## src/rtl/key_emulator_pkg.sv

```systemverilog
// Shared types and helpers for the key emulator.
//   state_t   : controller state encoding (IDLE, HOLD, GAP)
//   cnt_width : width of the shared HOLD/GAP interval counter
package key_emulator_pkg;

  typedef enum logic [1:0] {
    IDLE = 2'd0,
    HOLD = 2'd1,
    GAP  = 2'd2
  } state_t;

  // Bits needed to hold max(hold, gap) - 1, never less than one bit.
  function automatic int unsigned cnt_width(input int unsigned hold, input int unsigned gap);
    int unsigned m;
    m = (hold > gap) ? hold : gap;
    if (m <= 1) return 1;
    return $clog2(m);
  endfunction

endpackage

```

## src/rtl/key_emulator.sv

```systemverilog
// Key emulator: turns one-cycle press requests into clean key-down intervals
// of HOLD_CYCLES followed by a key-up gap of at least GAP_CYCLES. Requests
// arriving while a press is in progress are counted (up to DEPTH) and
// replayed back to back; requests beyond that are dropped.
// Ports:
//   clk      : system clock
//   reset    : synchronous, active-high reset
//   req      : press request, one request per high cycle
//   key      : emulated key level (1 = pressed), flop output
//   done     : one-cycle pulse on the first key-up cycle after a press
//   overflow : one-cycle pulse the cycle after a request was dropped
//   pending  : accepted requests not yet started
//   busy     : press/gap in progress or requests queued
module key_emulator
  import key_emulator_pkg::*;
#(
  parameter int unsigned HOLD_CYCLES = 4,
  parameter int unsigned GAP_CYCLES  = 2,
  parameter int unsigned DEPTH       = 7,
  localparam int unsigned CW         = $clog2(DEPTH + 1)
) (
  input  logic          clk,
  input  logic          reset,
  input  logic          req,
  output logic          key,
  output logic          done,
  output logic          overflow,
  output logic [CW-1:0] pending,
  output logic          busy
);

  localparam int unsigned TW = cnt_width(HOLD_CYCLES, GAP_CYCLES);
  localparam logic [TW-1:0] HOLD_LOAD = TW'(HOLD_CYCLES - 1);
  localparam logic [TW-1:0] GAP_LOAD  = TW'(GAP_CYCLES - 1);
  localparam logic [CW-1:0] DEPTH_C   = CW'(DEPTH);

  state_t        state_q, state_d;
  logic [TW-1:0] cnt_q, cnt_d;
  logic [CW-1:0] pending_q, pending_d;
  logic          key_q, key_d;
  logic          done_q, done_d;
  logic          ovf_q, ovf_d;
  logic          busy_q, busy_d;
  logic          launch;
  logic          work;

  // State, counter, queue and output flops.
  always_ff @(posedge clk) begin
    if (reset) begin
      state_q   <= IDLE;
      cnt_q     <= '0;
      pending_q <= '0;
      key_q     <= 1'b0;
      done_q    <= 1'b0;
      ovf_q     <= 1'b0;
      busy_q    <= 1'b0;
    end else begin
      state_q   <= state_d;
      cnt_q     <= cnt_d;
      pending_q <= pending_d;
      key_q     <= key_d;
      done_q    <= done_d;
      ovf_q     <= ovf_d;
      busy_q    <= busy_d;
    end
  end

  // Next-state, interval counter and request queue accounting.
  always_comb begin
    state_d   = state_q;
    cnt_d     = cnt_q;
    pending_d = pending_q;
    key_d     = key_q;
    done_d    = 1'b0;
    ovf_d     = 1'b0;
    launch    = 1'b0;
    work      = req || (pending_q != '0);

    case (state_q)
      IDLE: begin
        if (work) launch = 1'b1;
      end
      HOLD: begin
        if (cnt_q != '0) begin
          cnt_d = cnt_q - TW'(1);
        end else begin
          state_d = GAP;
          cnt_d   = GAP_LOAD;
          key_d   = 1'b0;
          done_d  = 1'b1;
        end
      end
      GAP: begin
        if (cnt_q != '0) cnt_d = cnt_q - TW'(1);
        else if (work)   launch = 1'b1;
        else             state_d = IDLE;
      end
      default: begin
        state_d = IDLE;
        cnt_d   = '0;
        key_d   = 1'b0;
      end
    endcase

    // A launch consumes either the live request or one queued request; when
    // both are present the live request takes the vacated queue slot.
    if (launch) begin
      state_d = HOLD;
      cnt_d   = HOLD_LOAD;
      key_d   = 1'b1;
      if (!req) pending_d = pending_q - CW'(1);
    end else if (req) begin
      if (pending_q != DEPTH_C) pending_d = pending_q + CW'(1);
      else                      ovf_d     = 1'b1;
    end

    busy_d = (state_d != IDLE) || (pending_d != '0);
  end

  assign key      = key_q;
  assign done     = done_q;
  assign overflow = ovf_q;
  assign pending  = pending_q;
  assign busy     = busy_q;

endmodule

```

## config.mk

```make
export PLATFORM = sky130hd
export DESIGN_NAME = key_emulator
export DESIGN_NICKNAME = d
export VERILOG_FILES = /design/src/rtl/key_emulator_pkg.sv /design/src/rtl/key_emulator.sv
export SDC_FILE = /design/constraint.sdc
export NUM_CORES = 1
export LEC_CHECK = 0
export CAP_MARGIN = 10
export CORE_MARGIN = 4
export CORE_UTILIZATION = 50
export DETAILED_ROUTE_END_ITERATION = 7
export HOLD_SLACK_MARGIN = 0.03
export PLACE_DENSITY = 0.75
export SLEW_MARGIN = 15
export SYNTH_ARGS = -nofsm -noshare
export SYNTH_HDL_FRONTEND = slang
export SYNTH_SLANG_ARGS = --single-unit
```

## constraint.sdc

```tcl
create_clock -name clk -period 2.3 [get_ports clk]
set_input_delay 0.345 -clock clk [delete_from_list [all_inputs] [get_ports clk]]
set_output_delay 0.345 -clock clk [all_outputs]
set_load 0.01 [all_outputs]
```

== Word-level counts from Yosys, hierarchy flattened ==
Index checks and enable logic that the tools add are counted.

* Flip-flop bits (word level): 11
* Latch bits: 0
* RAM bits: 0
* Bits in read-only memories: 0
* Input bits: 3
* Output and inout port bits: 7
* Memories: 0

* Add/subtract/negate cells: 3
* Multipliers: 0
* Divide/modulo/power cells: 0
* $lt $le $gt $ge: 0
* Eq/ne operators: 7
* Shift operators: 0
* Multiplexer cells: 21
* Bitwise operators: 2
* Reduce and logical (&&, ||, !) cells: 12

{| class="wikitable"
|+ Operators by type and width
! cell !! number
|-
| 2-to-1 mux 2 bit || 7
|-
| 2-to-1 mux 3 bit || 4
|-
| one-hot mux 2 bit (3 select lines) || 2
|-
| inequality test 3 bit, second input constant || 3
|-
| 2-to-1 mux 1 bit || 6
|-
| nonzero test 3 bit || 2
|-
| one-hot mux 1 bit (2 select lines) || 2
|-
| AND reduction 2 bit || 2
|-
| nonzero test 2 bit || 2
|-
| OR reduction 2 bit || 2
|-
| adder 3 x 1 -> 3 bit, second input constant || 1
|-
| OR reduction 3 bit || 1
|-
| subtractor 3 x 1 -> 3 bit, second input constant || 1
|-
| == test 2 x 1 -> 1 bit, second input constant || 1
|-
| == test 2 bit, second input constant || 1
|-
| logical NOT 2 bit || 1
|-
| logical OR 1 bit || 2
|-
| inequality test 2 x 1 -> 1 bit, second input constant || 1
|-
| inequality test 2 bit, second input constant || 1
|-
| inverter 1 bit || 2
|-
| subtractor 2 x 1 -> 2 bit, second input constant || 1
|}

== Depth between registers and ports, before layout ==
Gate-level depths: netlist of the first run.

* Word-level depth: 8
* Mapped depth: 7
* Mapped depth without buffers: 7

== Least setup slack after synthesis of the first run ==
No wires, ideal clock.

* Kind: flip-flop to flip-flop
* Start: register pending_q[0] (netlist: pending[0])
* End: register busy_q (netlist: busy)
* Arrival time: 1577 ps
* Setup slack: 642 ps
* Stages on the path, launching flop included: 7
* Period minus slack after synthesis: 1658 ps
* Cell sequence: dfxtp_1 -> inv_1 -> ha_1 -> a31o_1 -> a221o_1 -> a21o_1 -> a41oi_1

* Cells in the longest elaborated chain, start to end: 8

{| class="wikitable"
|+ Ends and longest elaborated chain
! what !! line !! source
|-
| from (decl) || key_emulator.sv:39 || <nowiki>logic [CW-1:0] pending_q, pending_d;</nowiki>
|-
| from (signal assigned) || key_emulator.sv:60 || <nowiki>pending_q <= pending_d;</nowiki>
|-
| nonzero test 3 bit || key_emulator.sv:77 || <nowiki>work = req || (pending_q != '0);</nowiki>
|-
| logical OR 1 bit || key_emulator.sv:77 ||
|-
| 2-to-1 mux 1 bit or 2-to-1 mux 2 bit (tied branches) || key_emulator.sv:81, key_emulator.sv:95 ||
|-
| 2-to-1 mux 1 bit or 2-to-1 mux 2 bit (tied branches) || key_emulator.sv:94 || <nowiki>if (cnt_q != '0) cnt_d = cnt_q - TW'(1);</nowiki>
|-
| one-hot mux 1 bit (2 select lines) or one-hot mux 2 bit (3 select lines) (tied branches) || key_emulator.sv:79 || <nowiki>case (state_q)</nowiki>
|-
| 2-to-1 mux 3 bit or 2-to-1 mux 2 bit (tied branches) || key_emulator.sv:107 || <nowiki>if (launch) begin</nowiki>
|-
| nonzero test 3 bit or nonzero test 2 bit (tied branches) || key_emulator.sv:117 || <nowiki>busy_d = (state_d != IDLE) || (pending_d != '0);</nowiki>
|-
| logical OR 1 bit (*) || key_emulator.sv:117 ||
|-
| to (signal assigned) || key_emulator.sv:64 || <nowiki>busy_q <= busy_d;</nowiki>
|-
| to (decl) || key_emulator.sv:43 || <nowiki>logic busy_q, busy_d;</nowiki>
|}

Every way passes the cells marked *; elsewhere a longest branch is shown, timed or not.
A chain may end at the register's enable or synchronous reset.

== Worst setup path after layout of the first run ==
* Start: register state_q[0]
* End: register busy_q (netlist: busy)

* Cells in the longest elaborated chain, start to end: 6

{| class="wikitable"
|+ Ends and longest elaborated chain
! what !! line !! source
|-
| from (decl) || key_emulator.sv:37 || <nowiki>state_t state_q, state_d;</nowiki>
|-
| from (signal assigned) || key_emulator.sv:58 || <nowiki>state_q <= state_d;</nowiki>
|-
| 2-to-1 mux 2 bit || key_emulator.sv:95 || <nowiki>else if (work) launch = 1'b1;</nowiki>
|-
| 2-to-1 mux 2 bit || key_emulator.sv:94 ||
|-
| one-hot mux 2 bit (3 select lines) || key_emulator.sv:79 ||
|-
| 2-to-1 mux 2 bit || key_emulator.sv:107 ||
|-
| nonzero test 2 bit || key_emulator.sv:117 ||
|-
| logical OR 1 bit (*) || key_emulator.sv:117 ||
|}

Marked as above.

==> summary.md, run 1 <==
| Metric | Value |
|---|---|
| Remaining DRCs | 0 |
| Startpoint Class | register |
| WP data required | between 2 and 2.5 ns |
| Post-Syn Area per Cell | slightly above 8 um^2 |
| Largest family of logic cells by synthesized area | compound AO/OA/AOI/OAI gates |
| # IOs | 10 |
| Endpoints failing hold | 0 |
| Crit path buffers/inverters | 1 |
| DRT iter0 DRCs | 11 |
| Grt total ovfl | 0 |
| Initial antenna violation count | 0 |
| Hold Path Class | register to register |
| Port bufs | 9 |
| Max Cap Viol | 0 |
| Synth Area in Simple Gates | between 15 and 20% |
| Largest net degree at the start of global routing | 12 |
| Worst-path clk slew | ~0.070 ns |
| Final #Nets | between 100 and 150 |
| Post-synthesis mux area share | 0% |
| Synthesized net count | 93 |
| Sequential Area | between 200 and 250 um^2 |
| Layout cell share with drive strength beyond 1 | 6.45% |
| Most common cell after layout, fill and taps aside | dfxtp_1 |
| Row Count | 12 |
| Post-CTS resize count | 0 |
| Synth Area in Compound Gates | 20.5% |
| Design area | ~780 um^2 |
| Sequential fraction of the synthesis area | between 30% and 40% |
| Post CTS Setup Buffer Count | 0 |
| Mapped cell area | 653 um^2 |
| Die width | roughly 44 um |
| CP Capture Point | busy$_SDFF_PP0_ |
| Critical path origin | state_q[0]$_SDFF_PP0_ |
| XOR/XNOR Fraction of Synth Area | ~1.3% |
| Fillers | about 110 |
| Worst Tran Pin Value | ~0.49 ns |
| Tcrit/Tclk final | roughly 84% |
| RSZ-0062 raised after global routing | no |
| Warnings, synthesis | 0 |
| Final Slew Violations | 0 |
| Root Driver | clkbuf_4 |
| Crit path largest cell delay | about 0.44 ns |
| Commonest cells after routing, fill and taps aside | dfxtp_1, a21oi_1 |
| Flop2flop setup slack | around 0.36 ns |
| Placed Area | between 700 and 800 um^2 |
| Max Clk Rate | 516 MHz |
| Critical path arrival | slightly above 2 ns |
| CP delay by family, top | compound AO/OA/AOI/OAI gates |
| Die area | 1950 um^2 |
| Final antenna-violating net count | 0 |
| Length of the first detailed-routing pass in iterations | 4 |
| Max H-tree Level | 1 |
| PwrDens | between 1000 and 1500 nW/um^2 |
| Setup TNS | 0 ns |
| Fin worst setup slack | ~0.36 ns |
| Post-Route WL | 1430 um |
| WL/cell | around 13 um |
| Min cycle time layout | ~1.9 ns |
| Pre-CTS WS | between 0.3 and 0.4 ns |
| DIE HEIGHT | between 40 and 50 um |
| Area of the core | roughly 1200 um^2 |
| Routability cong. | approximately 0.73 |
| Slowest cell on crit path | a21oi_1 |
| Clk sinks | 11 |
| Vias in the first global route | 570 |
| R2r endpoint | busy$_SDFF_PP0_ |
| First-pass GRT wire length | around 2400 um |
| Post-DP HPWL | between 1000 and 1500 um |
| Cells on worst reg2reg path | 7 |
| Synth cell types | 23 |
| Clock Latency Late Sink | 0.27 ns |
| Worst Setup Path Type | register to register |
| Layout Skew | 0.00710 ns |
| Pleak | about 0.00032 uW |
| Status | complete, no violations |
| CP Capture Type | register |
| WP depth | 7 |
| Max FO, Critical Path | 6 |
| Hold Path Depth | 2 |
| Initial cell density of the core | 55.8% |
| Mapped Cells | 81 |
| DR vias | slightly above 600 |
| Max IR drop VDD | approximately 0.68 mV |
| Final setup vio count | 0 |
| Total CTS buffers | 3 |
| CTS Hold Buffers Added | 0 |
| Diodes inserted | 0 |
| Cell-by-cell listing of the critical path | inv_1, ha_1, a21oi_1, nor3_1, a31oi_1, xnor2_1, a41oi_1 |
| Total Routing Usage GR | 16.5% |
| Multi-input gate area | between 300 and 400 um^2 |
| Critical R2R Launch | state_q[0]$_SDFF_PP0_ |
| Area grow syn2layout | 19.3% |
| Synth Area in Adders | between 15 and 20% |
| Clk buf depth | 2 |
| Vias per cell | 5.68 |
| Seq cells post-synth | 11 |
| CTS tree | yes |
| Pwr Total | around 960 uW |
| Rel. slew slack | about two thirds |
## cell type report
type	instances	share of cell area [%]
clock buffers	4	3.37
flip-flops and latches	11	28.3
multi-input cells	59	49.3
well taps	14	2.25
inverters	9	4.33
repair buffers	10	12.5
## where the power goes
part           internal, uW  switching (uW)  leakage (uW)
Clock                  67.2            67.7     0.0000150
Combinational           229             286      0.000212
Sequential              254            56.0     0.0000908
## metrics by stage
step | utilization, % | hold slack [ns] | std cells
floorplan | - | 0.422 | 81
detailed placement | 64.3 | 0.501 | 103
global placement | 64.3 | 0.472 | 103
global route | 66.6 | 0.553 | 107
finish | 66.6 | 0.507 | 107
CTS | 66.6 | 0.512 | 107
## kinds of logic (layout without fill, tap and decap cells)
group	after synthesis	after routing
adder cells (fa/ha/maj)	9	9
XOR/XNOR	1	1
flip-flops	11	11
AND/OR/NAND/NOR	27	27
AO/OA/AOI/OAI	22	22
buffers and inverters	11	23
## worst register-to-register path: stages, from the launching register on
cell and delay (ns):
dfxtp_1 0.40, inv_1 0.09, ha_1 0.24, a21oi_1 0.44, nor3_1 0.08, a31oi_1 0.24, xnor2_1 0.19, a41oi_1 0.14
## Yosys cell counts
library cell	count	area [um^2]
inv_1	9	33.8
nor2_2	1	6.26
a211oi_1	1	7.51
ha_1	9	113
xnor2_1	1	8.76
clkbuf_1	1	3.75
a31oi_1	3	18.8
dfxtp_1	11	220
nor2_1	6	22.5
nand2_1	9	33.8
a21o_1	2	15.0
nor4b_1	1	8.76
nor4_1	1	6.26
a31o_1	1	8.76
a41oi_1	1	8.76
a21oi_1	10	50.1
nor2b_2	1	8.76
nor2b_1	1	6.26
nor3_1	6	30.0
a221o_1	1	10.0
buf_6	1	11.3
or2_1	1	6.26
o21ai_0	3	15.0
## registers in the layout (all words and copies together), names as in the netlist
signal	flops
done	1
state_q	2
key	1
pending	3
busy	1
overflow	1
cnt_q	2
## routing by layer
metal | wire length, um | part of all wire, % | GRT usage, % | vias to the layer above
met4 | 29 | 2.0 | 7.23 | 0
met2 | 649 | 45 | 26.2 | 14
li1 | - | - | - | 303
met3 | 57 | 4.0 | 2.85 | 5
met1 | 698 | 49 | 21.7 | 286
met5 | 0 | 0 | 0 | -
## how the worst min path moves through the flow
stage,start,end,slack (ns)
floorplan,reset,overflow$_SDFF_PP0_,0.42
global placement,key$_SDFFE_PP0P_,key$_SDFFE_PP0P_,0.47
detailed placement,key$_SDFFE_PP0P_,key$_SDFFE_PP0P_,0.50
CTS,key$_SDFFE_PP0P_,key$_SDFFE_PP0P_,0.51
global route,key$_SDFFE_PP0P_,key$_SDFFE_PP0P_,0.55
finish,key$_SDFFE_PP0P_,key$_SDFFE_PP0P_,0.51
Power figures use the tool's default switching activity.
==> inputs of run 2 (changes only) <==
==> constraint.sdc (replaced) <==
create_clock -name clk -period 1.8 [get_ports clk]
set_input_delay 0.27 -clock clk [delete_from_list [all_inputs] [get_ports clk]]
set_output_delay 0.27 -clock clk [all_outputs]
set_load 0.01 [all_outputs]
==> summary.md, run 2 (same netlist as run 1, synthesis figures left out) <==
| Metric | Value |
|---|---|
| Final setup vio count | 0 (unchanged) |
| CTS Hold Buffers Added | 0 (unchanged) |
| Total Routing Usage GR | 16.2% (-0.28 points) |
| Max IR drop VDD | 0.814 mV (+19%) |
| Clk sinks | 11 (unchanged) |
| Startpoint Class | register |
| Vias in the first global route | 586 (+2.8%) |
| PwrDens | 1600 nW/um^2 (+30%) |
| DR vias | 592 (-2.6%) |
| Final antenna-violating net count | 0 (unchanged) |
| # IOs | 10 (unchanged) |
| Port bufs | 9 (unchanged) |
| First-pass GRT wire length | 2390 um (-0.87%) |
| Sequential Area | 223 um^2 (+1.1%) |
| Die width | 44.1 um (unchanged) |
| DRT iter0 DRCs | 20 (+9) |
| Max FO, Critical Path | 4 (-2) |
| Worst Setup Path Type | register to register |
| CP Capture Type | register |
| Placed Area | 783 um^2 (+4.0%) |
| Clock Latency Late Sink | 0.27 ns (about the same) |
| Critical path arrival | 1.86 ns (-0.21 ns) |
| Max reg flops | 3 (unchanged) |
| Rel. slew slack | 70.2% (+2.9 points) |
| DIE HEIGHT | 44.1 um (unchanged) |
| Root Driver | clkbuf_4 |
| Tcrit/Tclk final | 92.9% (+8.7 points) |
| Design area | 836 um^2 (+7.2%) |
| Length of the first detailed-routing pass in iterations | 4 (unchanged) |
| Remaining DRCs | 0 (unchanged) |
| WHS | 0.558 ns (+0.0508 ns) |
| Initial cell density of the core | 55.8% (unchanged) |
| Final Slew Violations | 0 (unchanged) |
| Die area | 1950 um^2 (unchanged) |
| WL/cell | 12.4 um (-7.1%) |
| Multi-input gate area | 400 um^2 (+4.2%) |
| Area grow syn2layout | 28.0% |
| Cells after DPL | 107 (+3.9%) |
| Min cycle time layout | 1.67 ns (-0.265 ns) |
| Status | complete, no violations |
| Post-DP HPWL | 1060 um (-1.2%) |
| Row Count | 12 (unchanged) |
| Hold Path Class | register to register |
| Final #Nets | 111 (+4.7%) |
| Area of the core | 1170 um^2 (unchanged) |
| Fillers | 108 (+1.9%) |
| Max Cap Viol | 0 (unchanged) |
| Commonest cells after routing, fill and taps aside | inv_1, a21oi_1, nand2_1, dfxtp_1, clkdlybuf4s50_1 |
| Worst-path clk slew | 0.07 ns (about the same) |
| Layout cell share with drive strength beyond 1 | 18.4% (+12 points) |
| Clk buf depth | 2 (unchanged) |
| Endpoints failing hold | 0 (unchanged) |
| Worst Tran Pin Value | 0.447 ns (-0.0437 ns) |
| Total CTS buffers | 3 (unchanged) |
| Final Instance Count excl. Fillers | 112 (+4.7%) |
| Max Clk Rate | 598 MHz (+16%) |
| Grt total ovfl | 0 (unchanged) |
| Post-Route WL | 1390 um (-2.8%) |
| Pleak | 0.000341 uW (+7.4%) |
| Routability cong. | 0.741 (+0.90%) |
| Layout Skew | 0.00490 ns (-0.00220 ns) |
| Max H-tree Level | 1 (unchanged) |
| Diodes inserted | 0 (unchanged) |
| Vias per cell | 5.29 (-7.0%) |
| WP data required | 1.98 ns (-0.45 ns) |
| RSZ-0062 raised after global routing | no |
| Largest net degree at the start of global routing | 12 (unchanged) |
| CTS tree | yes |
| Initial antenna violation count | 0 (unchanged) |
==> run 2: cell types whose count changed in the layout (fill, tap and decap cells not counted), moves of 2 or more <==
cell | before | now
ha_2 | 0 | 3
dfxtp_1 | 11 | 9
dfxtp_2 | 0 | 2
ha_1 | 9 | 6
buf_4 | 1 | 6
==> run 2: final timing paths <==
check	startpoint	to	slack, ns	cells past startpoint
max	state_q[0]$_SDFF_PP0_	busy$_SDFF_PP0_	0.13	7
min	key$_SDFFE_PP0P_	key$_SDFFE_PP0P_	0.56	2
max reg2reg	state_q[0]$_SDFF_PP0_	busy$_SDFF_PP0_	0.13	7
min reg2reg	key$_SDFFE_PP0P_	key$_SDFFE_PP0P_	0.56	2
==> run 2: stage by stage <==
step           setup WS (ns)  util [%]  setup TNS (ns)  power [uW]
4_1_cts               0.0301      69.1               0        1290
3_3_place_gp        -0.00367      66.9        -0.00367        1100
3_5_place_dp         -0.0275      66.9         -0.0275        1110
6_report               0.127      71.4               0        1340
5_1_grt               0.0160      71.4               0        1470
2_1_floorplan          0.142         -               0         840
==> run 2: cell type report <==
type / count / area share (%)
Sequential cell: 11 / 26.6
Timing Repair Buffer: 15 / 16.2
Clock buffer: 4 / 3.14
Inverter: 9 / 4.04
Tap cell: 14 / 2.10
Multi-Input combinational cell: 59 / 47.9
==> run 2: power by group <==
group          leakage [uW]  switching [uW]  internal (uW)
combinational      0.000235             404            375
sequential        0.0000915            62.3            327
clock             0.0000150            82.3           85.7
==> run 2: layer usage <==
| layer | vias to the layer above | part of all wire [%] | global-route usage (%) | routed length [um] |
|---|---|---|---|---|
| met1 | 266 | 50 | 21.1 | 694 |
| met5 | - | 0 | 0 | 0 |
| li1 | 313 | - | - | - |
| met4 | 0 | 0.72 | 5.42 | 10 |
| met3 | 2 | 2.4 | 3.66 | 33 |
| met2 | 11 | 47 | 26.2 | 655 |
==> run 2: worst max-delay path, cell delays in order (launching register included) <==
cell and delay [ns]:
dfxtp_1 0.31, inv_1 0.08, ha_1 0.22, inv_1 0.09, a31o_1 0.20, a221o_1 0.34
a21o_1 0.16, a41oi_1 0.19
==> run 2: timing repair <==
action / CTS / global route
gates resized for setup: 0 / 7
setup endpoints to repair: 0 / 2
buffers inserted: 0 / 1
==> inputs of run 3 (changes only) <==
--- a/config.mk
+++ b/config.mk
@@ -11,6 +11,7 @@
 export DETAILED_ROUTE_END_ITERATION = 7
 export HOLD_SLACK_MARGIN = 0.03
 export PLACE_DENSITY = 0.75
+export SKIP_LAST_GASP = 1
 export SLEW_MARGIN = 15
 export SYNTH_ARGS = -nofsm -noshare
 export SYNTH_HDL_FRONTEND = slang
==> results of run 3 <==
Final layout, timing and power as in run 2 (identical DEF).
